$ cat src/rtl/pipe_pkg.sv
// Shared widths and occupancy encodings for the pipeline stage register.
package pipe_pkg;

    localparam int unsigned PIPE_CTRL_W = 48;
    localparam int unsigned PIPE_DATA_W = 160;

    typedef enum logic [1:0] {
        StEmpty = 2'd0,
        StOne   = 2'd1,
        StFull  = 2'd2
    } occ_e;

endpackage

$ cat src/rtl/pipe_stage_slot.sv
// One storage entry of the stage: control field cleared on reset/clear, data field
// always cleared on reset and optionally on clear.
module pipe_stage_slot
    import pipe_pkg::*;
#(
    parameter int unsigned CTRL_W   = PIPE_CTRL_W,
    parameter int unsigned DATA_W   = PIPE_DATA_W,
    parameter bit          CLR_DATA = 1'b0
) (
    input  logic              clk,
    input  logic              rst_n,
    input  logic              load_i,
    input  logic              clr_i,
    input  logic [CTRL_W-1:0] ctrl_i,
    input  logic [DATA_W-1:0] data_i,
    output logic [CTRL_W-1:0] ctrl_o,
    output logic [DATA_W-1:0] data_o
);

    logic [CTRL_W-1:0] ctrl_q, ctrl_d;
    logic [DATA_W-1:0] data_q, data_d;

    always_comb begin
        ctrl_d = ctrl_q;
        data_d = data_q;
        if (clr_i) begin
            ctrl_d = '0;
            // Datapath bits normally survive a kill; only the control field must become a NOP.
            if (CLR_DATA) begin
                data_d = '0;
            end
        end else if (load_i) begin
            ctrl_d = ctrl_i;
            data_d = data_i;
        end
    end

    always_ff @(posedge clk) begin
        if (!rst_n) begin
            ctrl_q <= '0;
            data_q <= '0;
        end else begin
            ctrl_q <= ctrl_d;
            data_q <= data_d;
        end
    end

    assign ctrl_o = ctrl_q;
    assign data_o = data_q;

endmodule

$ cat src/rtl/pipe_stage_reg.sv
// Valid/ready pipeline stage register. Define PIPE_STAGE_SKID_EN for the 2-entry skid
// form with a registered in_ready_o; otherwise a single register with pass-through ready.
module pipe_stage_reg
    import pipe_pkg::*;
#(
    parameter int unsigned CTRL_W   = PIPE_CTRL_W,
    parameter int unsigned DATA_W   = PIPE_DATA_W,
    parameter bit          CLR_DATA = 1'b0
) (
    input  logic              clk,
    input  logic              rst_n,
    input  logic              flush_i,
    input  logic              in_valid_i,
    output logic              in_ready_o,
    input  logic [CTRL_W-1:0] in_ctrl_i,
    input  logic [DATA_W-1:0] in_data_i,
    output logic              out_valid_o,
    input  logic              out_ready_i,
    output logic [CTRL_W-1:0] out_ctrl_o,
    output logic [DATA_W-1:0] out_data_o,
    output logic [1:0]        occupancy_o
);

    logic              in_fire;
    logic              out_fire;
    logic              main_load;
    logic [CTRL_W-1:0] main_ctrl_in;
    logic [DATA_W-1:0] main_data_in;
    logic [CTRL_W-1:0] main_ctrl;

`ifdef PIPE_STAGE_SKID_EN

    occ_e              state_q, state_d;
    logic              skid_load;
    logic [CTRL_W-1:0] skid_ctrl;
    logic [DATA_W-1:0] skid_data;

    // Ready depends on registered state only, cutting the out_ready_i -> in_ready_o path.
    assign in_ready_o  = (state_q != StFull);
    assign out_valid_o = (state_q != StEmpty);
    assign in_fire     = in_valid_i & in_ready_o;
    assign out_fire    = out_valid_o & out_ready_i;
    assign occupancy_o = state_q;

    always_comb begin
        state_d      = state_q;
        main_load    = 1'b0;
        skid_load    = 1'b0;
        main_ctrl_in = in_ctrl_i;
        main_data_in = in_data_i;
        if (flush_i) begin
            state_d = StEmpty;
        end else begin
            case (state_q)
                StEmpty: begin
                    if (in_fire) begin
                        state_d   = StOne;
                        main_load = 1'b1;
                    end
                end
                StOne: begin
                    if (in_fire && out_fire) begin
                        main_load = 1'b1;
                    end else if (in_fire) begin
                        state_d   = StFull;
                        skid_load = 1'b1;
                    end else if (out_fire) begin
                        state_d = StEmpty;
                    end
                end
                StFull: begin
                    // Oldest beat leaves; the skid beat becomes the head.
                    if (out_fire) begin
                        state_d      = StOne;
                        main_load    = 1'b1;
                        main_ctrl_in = skid_ctrl;
                        main_data_in = skid_data;
                    end
                end
                default: state_d = StEmpty;
            endcase
        end
    end

    always_ff @(posedge clk) begin
        if (!rst_n) begin
            state_q <= StEmpty;
        end else begin
            state_q <= state_d;
        end
    end

    pipe_stage_slot #(
        .CTRL_W   (CTRL_W),
        .DATA_W   (DATA_W),
        .CLR_DATA (CLR_DATA)
    ) u_skid (
        .clk    (clk),
        .rst_n  (rst_n),
        .load_i (skid_load),
        .clr_i  (flush_i),
        .ctrl_i (in_ctrl_i),
        .data_i (in_data_i),
        .ctrl_o (skid_ctrl),
        .data_o (skid_data)
    );

`else

    logic valid_q, valid_d;

    assign in_ready_o  = out_ready_i | ~valid_q;
    assign out_valid_o = valid_q;
    assign in_fire     = in_valid_i & in_ready_o;
    assign out_fire    = out_valid_o & out_ready_i;
    assign occupancy_o = {1'b0, valid_q};

    always_comb begin
        valid_d      = valid_q;
        main_load    = 1'b0;
        main_ctrl_in = in_ctrl_i;
        main_data_in = in_data_i;
        if (flush_i) begin
            valid_d = 1'b0;
        end else if (in_fire) begin
            valid_d   = 1'b1;
            main_load = 1'b1;
        end else if (out_fire) begin
            valid_d = 1'b0;
        end
    end

    always_ff @(posedge clk) begin
        if (!rst_n) begin
            valid_q <= 1'b0;
        end else begin
            valid_q <= valid_d;
        end
    end

`endif

    pipe_stage_slot #(
        .CTRL_W   (CTRL_W),
        .DATA_W   (DATA_W),
        .CLR_DATA (CLR_DATA)
    ) u_main (
        .clk    (clk),
        .rst_n  (rst_n),
        .load_i (main_load),
        .clr_i  (flush_i),
        .ctrl_i (main_ctrl_in),
        .data_i (main_data_in),
        .ctrl_o (main_ctrl),
        .data_o (out_data_o)
    );

    // A drained stage keeps stale control bits in the slot; present a NOP instead.
    assign out_ctrl_o = out_valid_o ? main_ctrl : '0;

endmodule

$ cat config.mk
export PLATFORM = sky130hd
export DESIGN_NAME = pipe_stage_reg
export DESIGN_NICKNAME = d
export VERILOG_FILES = /design/src/rtl/pipe_pkg.sv /design/src/rtl/pipe_stage_slot.sv /design/src/rtl/pipe_stage_reg.sv
export SDC_FILE = /design/constraint.sdc
export NUM_CORES = 1
export LEC_CHECK = 0
export CAP_MARGIN = 40
export CELL_PAD_IN_SITES_DETAIL_PLACEMENT = 0
export CELL_PAD_IN_SITES_GLOBAL_PLACEMENT = 1
export CORE_MARGIN = 5
export CORE_UTILIZATION = 29
export CTS_CLUSTER_DIAMETER = 30
export CTS_CLUSTER_SIZE = 8
export DETAILED_ROUTE_END_ITERATION = 16
export GPL_TIMING_DRIVEN = 0
export PLACE_DENSITY_LB_ADDON = 0.1
export SLEW_MARGIN = 0
export SYNTH_ARGS = -nofsm -noshare
export SYNTH_HDL_FRONTEND = slang
export SYNTH_SLANG_ARGS = --single-unit
export TNS_END_PERCENT = 50
$ cat constraint.sdc
create_clock -name clk -period 1.9 [get_ports clk]
set_input_delay 0.38 -clock clk [delete_from_list [all_inputs] [get_ports clk]]
set_output_delay 0.38 -clock clk [all_outputs]
set_load 0.1 [all_outputs]
==> results of run 1 <==
-- Yosys cell counts --
cell type  instances
buf_4              5
nor2b_1            2
and2_1            49
a21boi_0           1
buf_1              2
buf_2              8
dfxtp_1          209
clkbuf_1          58
conb_1             1
nand2b_1           1
o21ai_0           48
nand4_1           48
inv_1              1
mux2i_1          160
buf_6             15
nand2_1          368
-- layer usage --
layer	wire, um	vias to the layer above	global-route usage (%)
li1	-	4448	-
met1	14500	4308	25.20
met2	19590	367	39.02
met3	2771	67	7.183
met4	1104	2	8.466
met5	13	-	0
-- cell type report --
type,instances,share of cell area [%]
well taps,384,2.440
clock inverters,35,1.868
plain buffers,85,2.612
repair buffers,540,42.23
diodes,7,0.08897
clock buffers,83,9.278
flip-flops and latches,209,21.27
inverters,1,0.01906
multi-input cells,678,20.20
-- worst max-delay path, stage by stage, from the launching register on --
cell	delay, ps
dfxtp_4	360
buf_4	130
clkbuf_8	150
and2_2	210
buf_16	170
-- stage by stage --
| step | setup WS, ps | cells | cell area [sq um] |
|---|---|---|---|
| 3_5_place_dp | -688.9 | 1994 | 18010 |
| 6_report | -44.61 | 2022 | 19690 |
| 4_1_cts | -458.9 | 2010 | 19600 |
| 3_3_place_gp | -1106 | 1782 | 13290 |
| 2_1_floorplan | 7.455 | 976 | 8588 |
| 5_1_grt | -88.65 | 2022 | 19690 |
-- final timing paths --
path                           from                end  slack, ps  cells past startpoint
setup / recovery        out_valid_o      out_ctrl_o[4]        -40                      4
hold / removal        in_data_i[42]  u_main.data_o[42]        390                      3
setup reg to reg        out_valid_o  u_main.data_o[64]        190                      7
hold reg to reg   u_main.data_o[30]  u_main.data_o[30]        450                      2
-- registers in the layout (all words and copies together) (netlist names) --
name,count
u_main.ctrl_o,48
out_valid_o,1
u_main.data_o,160
-- power by group --
part | switching, uW | internal (uW)
Combinational | 2080 | 1610
Sequential | 182 | 4610
Clock | 3210 | 7340
-- repair_timing --
| action | CTS | global route |
|---|---|---|
| hold buffers | 0 | 0 |
| setup buffers | 3 | 6 |
| resized for setup | 233 | 26 |
| setup endpoints to repair | 211 | 25 |
| cloned | 0 | 2 |
-- cell families after synthesis --
group,after synthesis,synth area share [%]
buffers and inverters,89,5.581
AOI/OAI and AO/OA,49,2.908
other,1,0.04402
muxes,160,18.80
and+or+nand+nor,468,23.56
DFF,209,49.11
==> results_dict.tcl, run 1 <==
set metrics [dict create \
    outcome "complete, but fails checks" \
    violations "setup timing" \
    initial_core_util_pct 29.52 \
    syn-cell-area_sq_um 8519 \
    place_congestion 0.7808 \
    cp-end-kind "primary output" \
    wire_per_inst_um 18.78 \
    rsz0062_at_grt "yes" \
    die_h_um 181.4 \
    path_max_fanout 10 \
    ant_nets 0 \
    finalCriticalPeriod_ps 1945 \
    synth_cell_type_count 16 \
    synth_seq_area_share_pct 49.11 \
    fp-row-count 62 \
    grt_pass1_vias 10090 \
    crit_type "register to primary output" \
    drc 0 \
    insertion_delay_ps 540 \
    synthCells 976 \
    cap_viol_max_count 0 \
    multi_input_area_sq_um 3976 \
    cp.arrival_ps 1560 \
    register_area_sq_um 4188 \
    start_kind "register" \
    yosys-top-cells-area "dfxtp_1 49%, mux2i_1 19%, nand2_1 16%" \
    num_vias 9192 \
    maxSlewHeadroom_pct 48.64 \
    cts.clk_slew.worst_paths_ps 40 \
    max_clock_freq_mhz 514.2 \
    hpwlAfterDp_um 28050 \
    cts_tree "built" \
    syn-num-nets 1189 \
    grt_util_all_layers_pct 22.25 \
    numCtsBuffers 66 \
    peakVddDrop_uv 728.0 \
    pin_count 425 \
    routed_wl_um 37970 \
    ys_warn_count 0 \
    tightestPinTransition_ps 770.5 \
    clock_sinks 209 \
    maxSlewViolCount 0 \
    grt_pass1_wl_um 58070 \
    critPathRequiredTime_ps 1520 \
    p_leak_uw 0.008365 \
    hold_viol 0 \
    hp-class "input pin to register" \
    dieWidth_um 181.4 \
    syn2layout_area_growth_pct 131.1 \
    final_cell_mix "368 x nand2_1, 211 x clkdlybuf4s50_1, 208 x dfxtp_1" \
    fill_cells 2053 \
    cts_max_path_buffers 3 \
    synth_top_area_share_pct 49.11 \
    tns_ps -278.4 \
    yosys.area.top_type "dfxtp_1" \
    grt_max_degree 11 \
    timing.hold.ws_ps 388.2 \
    syn_area_per_cell_sq_um 8.729 \
    cts_root_buf "clkbuf_16" \
    h-tree-depth 3 \
    port_buffers 422 \
    drive_above_1_share_pct 25.57 \
    vias_per_cell 4.546 \
    finalNetCount 1794 \
    setup_viol 11 \
    final_core_util_pct 68.23 \
    skew_ps 14.17 \
    power.total_uw 19030 \
    finalWorstSetupSlack_ps -44.61 \
    drt-initial-drc-count 395 \
    layout_commonest_cell "nand2_1" \
    grt-ovfl-total 0 \
    timing.final.crit_share_pct 102.3 \
    yosys_register_bits 209 \
    placeableCoreArea_sq_um 28860 \
    firstDrtPassIters 5 \
    dieArea_sq_um 32910 \
    antenna_found_initial 8 \
    power.density_nw_per_um2 966.4 \
]
Note: power is estimated with default switching activity, not from simulation.
==> run 2, diff against run 1 <==
--- a/config.mk
+++ b/config.mk
@@ -19,4 +19,4 @@
 export SYNTH_ARGS = -nofsm -noshare
 export SYNTH_HDL_FRONTEND = slang
 export SYNTH_SLANG_ARGS = --single-unit
-export TNS_END_PERCENT = 50
+export TNS_END_PERCENT = 100
==> run 2 against run 1 <==
Compared with the run above: the flow still finishes with violations (setup timing); combinational power is 6.5% lower; fmax is 1.9% higher; register-to-register slack hardly changed; die area stayed put.
==> results_dict.tcl, run 2 (synthesized netlist as in run 1, its figures left out) <==
set metrics [dict create \
    outcome "complete, but fails checks" \
    violations "setup timing" \
    hold_depth 3 \
    r2r-start "out_valid_o" \
    initial_core_util_pct 29.52 \
    cts.clk_slew.worst_paths_ps 40 \
    met2WireLength_um 19360 \
    setup.worst_path.end "out_ctrl_o[47]" \
    worst-r2r-cell-count 7 \
    fp-row-count 62 \
    grt_util_all_layers_pct 21.75 \
    rr_endpoint "u_main.data_o[71]" \
    cp-end-kind "primary output" \
    clock_sinks 209 \
    drt-initial-drc-count 430 \
    timing.hold.ws_ps 389.9 \
    tightestPinTransition_ps 771.4 \
    h-tree-depth 3 \
    hold_viol 0 \
    peakVddDrop_uv 729.7 \
    pin_count 425 \
    skew_ps 13.93 \
    setup_viol 2 \
    largest_reg_flops 160 \
    p_leak_uw 0.007521 \
    layout_commonest_cell "nand2_1" \
    cp_slowest_cell "dfxtp_4" \
    placed_cells 1994 \
    wire_per_inst_um 19.52 \
    final_core_util_pct 64.80 \
    cap_viol_max_count 0 \
    drive_above_1_share_pct 27.09 \
    finalWorstSetupSlack_ps -8.856 \
    critPathRequiredTime_ps 1520 \
    rsz0062_at_grt "yes" \
    port_buffers 422 \
    path_cells "clkbuf_16 -> buf_4 -> and2_4 -> buf_16" \
    maxSlewViolCount 0 \
    top_layer "met5" \
    final_cell_mix "368 x nand2_1, 211 x clkdlybuf4s50_1, 208 x dfxtp_1" \
    maxSlewHeadroom_pct 48.57 \
    timing.final.crit_share_pct 100.5 \
    ant_nets 0 \
    crit_type "register to primary output" \
    cts_max_path_buffers 3 \
    grt_pass1_vias 9659 \
    placeableCoreArea_sq_um 28860 \
    multi_input_area_sq_um 3970 \
    routed_wl_um 37300 \
    firstDrtPassIters 5 \
    dieArea_sq_um 32910 \
    finalCriticalPeriod_ps 1909 \
    wl_met1_um 14480 \
    antenna_found_initial 7 \
    cp.arrival_ps 1530 \
    hpwlAfterDp_um 28050 \
    num_vias 8775 \
    postCtsHoldBufs 0 \
    numCtsBuffers 66 \
    cts_root_buf "clkbuf_16" \
    max_clock_freq_mhz 523.9 \
    power.total_uw 18880 \
    drc 0 \
    slowest_delay_ps 360 \
    register_area_sq_um 4188 \
    finalNetCount 1684 \
    grt-ovfl-total 0 \
    tns_ps -11.24 \
    fill_cells 2137 \
    grt_max_degree 11 \
    insertion_delay_ps 530 \
    syn2layout_area_growth_pct 119.5 \
    dieWidth_um 181.4 \
    rrSetupSlack_ps 190 \
    final_cells 1911 \
    vias_per_cell 4.592 \
    cts_tree "built" \
    startpoint "out_valid_o" \
    wl_met3_um 2588 \
    grt_pass1_wl_um 56790 \
    start_kind "register" \
    die_h_um 181.4 \
    hp-class "input pin to register" \
    power.density_nw_per_um2 1009 \
    place_congestion 0.7808 \
    path_max_fanout 8 \
]
## run 2: cell count changes in the layout (fill, tap and decap cells not counted), sizes merged
| cell | previous run | this run |
|---|---|---|
| diode | 7 | 6 |
| buf | 254 | 251 |
| clkbuf | 138 | 136 |
| dlygate4sd2 | 105 | 0 |
## run 2: worst min-delay path by stage
stage,from,to,slack (ps)
floorplan,u_main.ctrl_o[0],u_main.ctrl_o[0],430
global placement,u_main.data_o[120],u_main.data_o[120],440
detailed placement,u_main.ctrl_o[9],u_main.ctrl_o[9],450
CTS,in_data_i[42],u_main.data_o[42],360
global route,in_data_i[135],u_main.data_o[135],390
finish,in_data_i[42],u_main.data_o[42],390
## run 2: routing by layer
layer | up-vias | track usage, %
met5 | - | 0
met4 | 2 | 7.175
met3 | 55 | 6.703
met2 | 346 | 38.80
met1 | 4136 | 24.76
li1 | 4236 | -
## run 2: final cells by class
cell class	instances	area share [%]
Antenna cell	6	0.08029
Buffer	85	2.750
Clock buffer	83	9.769
Clock inverter	35	1.967
Inverter	1	0.02007
Multi-Input combinational cell	678	21.23
Sequential cell	209	22.39
Tap cell	384	2.569
Timing Repair Buffer	430	39.22
## run 2: what timing repair did
action | in CTS | in global routing
setup buffers | 3 | 4
pin swaps | 0 | 0
gates resized for setup | 127 | 18
setup endpoints to repair | 211 | 24
## run 2: where the power goes
part / internal (uW) / switching, uW / total, uW
Clock: 7340 / 3200 / 10500
Sequential: 4610 / 281 / 4890
Combinational: 1500 / 1950 / 3450
## run 2: critical path: cells and delay by family (launching register included)
kind          cells  cell delay, ps
simple gates      1             170
buf+inv           3             460
flops             1             360
## run 2: per-stage QoR
step,instance area [sq um],setup slack (ps)
2_1_floorplan,8588,7.455
3_3_place_gp,13290,-1106
3_5_place_dp,18010,-688.9
4_1_cts,18680,-458.9
5_1_grt,18700,-60.51
6_report,18700,-8.856
==> RTL edit: new RTL, settings of run 1 <==
The option `PIPE_STAGE_SKID_EN` is turned on by a define.
--- a/src/rtl/pipe_stage_reg.sv
+++ b/src/rtl/pipe_stage_reg.sv
@@ -2,2 +2,4 @@
 // form with a registered in_ready_o; otherwise a single register with pass-through ready.
+`define PIPE_STAGE_SKID_EN
+
 module pipe_stage_reg
Formal check against the unedited RTL: not equivalent (a bounded check fails within 4 cycles, from zero or initial values and one cycle with rst_n low).
==> RTL edit against run 1 <==
  * The run still ends with negative setup slack left
  * Total power up 75%
  * Clock skew down 0.0019 ns
  * Worst setup slack worse by 0.37 ns
  * Synthesized area up 110%
  * Via count up 87%
  * Non-clock buffer count up 168
  * Sequential cell count up 209
  * Design area up 65%
  * Routed wire length up 81%
==> RTL edit: results (changes against run 1) <==
| Metric | Value |
|---|---|
| Outcome | `finished, violations left (unchanged)` |
| Failing checks | `negative setup slack (unchanged)` |
| Synth area leader | `dfxtp_1 (unchanged)` |
| Vias in the first global route | `17750 (was 10087)` |
| Clock skew | `0.0123 ns (was 0.0142 ns)` |
| Clock Pin Slew Worst Setup and Hold Paths | `0.05 ns` |
| Placed Instances | `3347 (was 1994)` |
| Largest net degree at the start of global routing | `15 (was 11)` |
| Pleak | `13.6 nW (was 8.36 nW)` |
| Synth cell count leaders | `dfxtp_1, nand2_1, a21oi_1, nor2_1, mux2i_1 (was nand2_1, dfxtp_1, mux2i_1, clkbuf_1, and2_1)` |
| First-pass GRT wire length | `104000 um (was 58100 um)` |
| HPWL after DPL | `48200 um (was 28000 um)` |
| Setup TNS | `-15.89 ns (was -0.278 ns)` |
| Hold Fails Final Rpt | `0 (unchanged)` |
| Non-Filler Instances | `3524 (was 2022)` |
| Top cells by area, synth | `dfxtp_1, mux2i_1, a221oi_2, nand2_1, a21oi_1 (was dfxtp_1, mux2i_1, nand2_1, and2_1, nand4_1)` |
| Routed wire per std cell | `19.5 um (was 18.8 um)` |
| DR vias/cell | `4.87 (was 4.55)` |
| Critical path peak fanout | `7 (was 10)` |
| CP top delay family | `buffers and inverters (unchanged)` |
| YS warnings | `0 (unchanged)` |
| Sequential share of the synthesized area | `47.0% (was 49.1%)` |
| H-tree lvl count | `3 (unchanged)` |
| DP Area | `27300 um^2 (was 18000 um^2)` |
| DR pass1 iterations | `8 (was 5)` |
| Total track usage | `19.5% (was 22.2%)` |
| Max VDD drop | `0.689 mV (was 0.728 mV)` |
| Worst hold-check path type | `in -> reg (unchanged)` |
| Layout cells sized above 1 | `28.4% (was 25.6%)` |
| IO buf count | `424 (was 422)` |
| CTS Buf Count | `106 (was 66)` |
| Synth Flop Type | `dfxtp_1 (unchanged)` |
| Final net count | `2851 (was 1794)` |
| Syn avg cell area | `9.24 um^2 (was 8.73 um^2)` |
| Final setup fails | `49 (was 11)` |
| Slowest CP cell | `dfxtp_4 (unchanged)` |
| Internal power | `0.0243 W (was 0.0136 W)` |
| Yosys cell types | `23 (was 16)` |
| Crit path DAT | `1.93 ns (was 1.56 ns)` |
| CP max stage delay | `0.38 ns (was 0.36 ns)` |
| Root Buffer Master | `clkbuf_16 (unchanged)` |
| Final worst slack | `-0.410 ns (was -0.0446 ns)` |
| First DRT Iteration DRCs | `684 (was 395)` |
| Clock buffer depth | `3 (unchanged)` |
| Initial antenna violation count | `24 (was 8)` |
| RD Place Congestion | `0.769 (was 0.781)` |
| Async SR Flop Fraction | `0% (unchanged)` |
| Syn nets | `2138 (was 1189)` |
| Slew HR | `40.6% (was 48.6%)` |
| Worst skew pair latency | `0.62 ns (was 0.54 ns)` |
RTL edit: cell types whose count changed after synthesis, moves of 88 or more:
cell / delta
a21oi_1: +211
nor2_1: +211
dfxtp_1: +209
a221oi_2: +120
a221oi_1: +88
RTL edit: final cells by class:
class / instances / area [um^2]
Fill cell: 5252 / 28100
Multi-Input combinational cell: 1316 / 9160
Timing Repair Buffer: 606 / 8780
Sequential cell: 418 / 8380
Clock buffer: 161 / 3190
Buffer: 187 / 1460
Tap cell: 782 / 978
Clock inverter: 38 / 507
Antenna cell: 13 / 32.5
Inverter: 3 / 15.0
RTL edit: what timing repair did:
item / in CTS / in global routing
endpoints found under the setup margin: 583 / 393
hold endpoints to repair: 0 / 0
buffers inserted: 12 / 4
pin swaps: 2 / 97
hold buffers: 0 / 0
cloned: 5 / 17
gates resized for setup: 460 / 140
RTL edit: cell families after synthesis:
logic type	synth area share (%)
simple gates	15.4
compound gates	20.4
flops	47.0
mux	11.8
buf+inv	5.34
RTL edit: path summary, 6_finish.rpt:
path	start	endpoint	slack, ns	cells past startpoint
hold / removal	in_data_i[21]	u_skid.data_o[21]	0.33	3
setup / recovery	occupancy_o[1]	out_ctrl_o[35]	-0.41	7
setup reg to reg	occupancy_o[0]	u_main.data_o[97]	0.01	8
hold reg to reg	u_skid.data_o[129]	u_skid.data_o[129]	0.45	2
RTL edit: worst reg2reg max path: stages, from the launching register on:
cell       delay, ns
dfxtp_4         0.36
buf_6           0.12
nor2b_1         0.13
nand2b_4        0.16
or2_4           0.26
buf_12          0.17
clkbuf_16       0.20
clkbuf_16       0.17
a221oi_2        0.22
RTL edit: metal layers:
layer / vias to the layer above / part of all wire (%) / GRT usage [%]
li1: 8260 / - / -
met2: 479 / 49 / 32.5
met5: - / 0.17 / 0
met4: 18 / 2.9 / 7.21
met3: 139 / 5.9 / 5.56
met1: 8262 / 42 / 24.2
RTL edit: per-stage QoR:
step / setup WS [ns] / power, W / util, %
5_1_grt: -0.480 / 0.0344 / 53.6
3_5_place_dp: -1.19 / 0.0148 / 45.0
2_1_floorplan: -0.196 / 0.0123 / -
4_1_cts: -0.452 / 0.0333 / 52.1
6_report: -0.410 / 0.0332 / 53.7
3_3_place_gp: -1.42 / 0.0138 / 38.6
RTL edit: power by group through the flow:
stage	clock network, W	logic (W)	registers (W)
after floorplan	0	0.00118	0.0111
after CTS	0.0185	0.00549	0.00935
after global routing	0.0190	0.00593	0.00938
after global placement	0	0.00430	0.00946
final	0.0182	0.00570	0.00935
after detailed placement	0	0.00535	0.00946
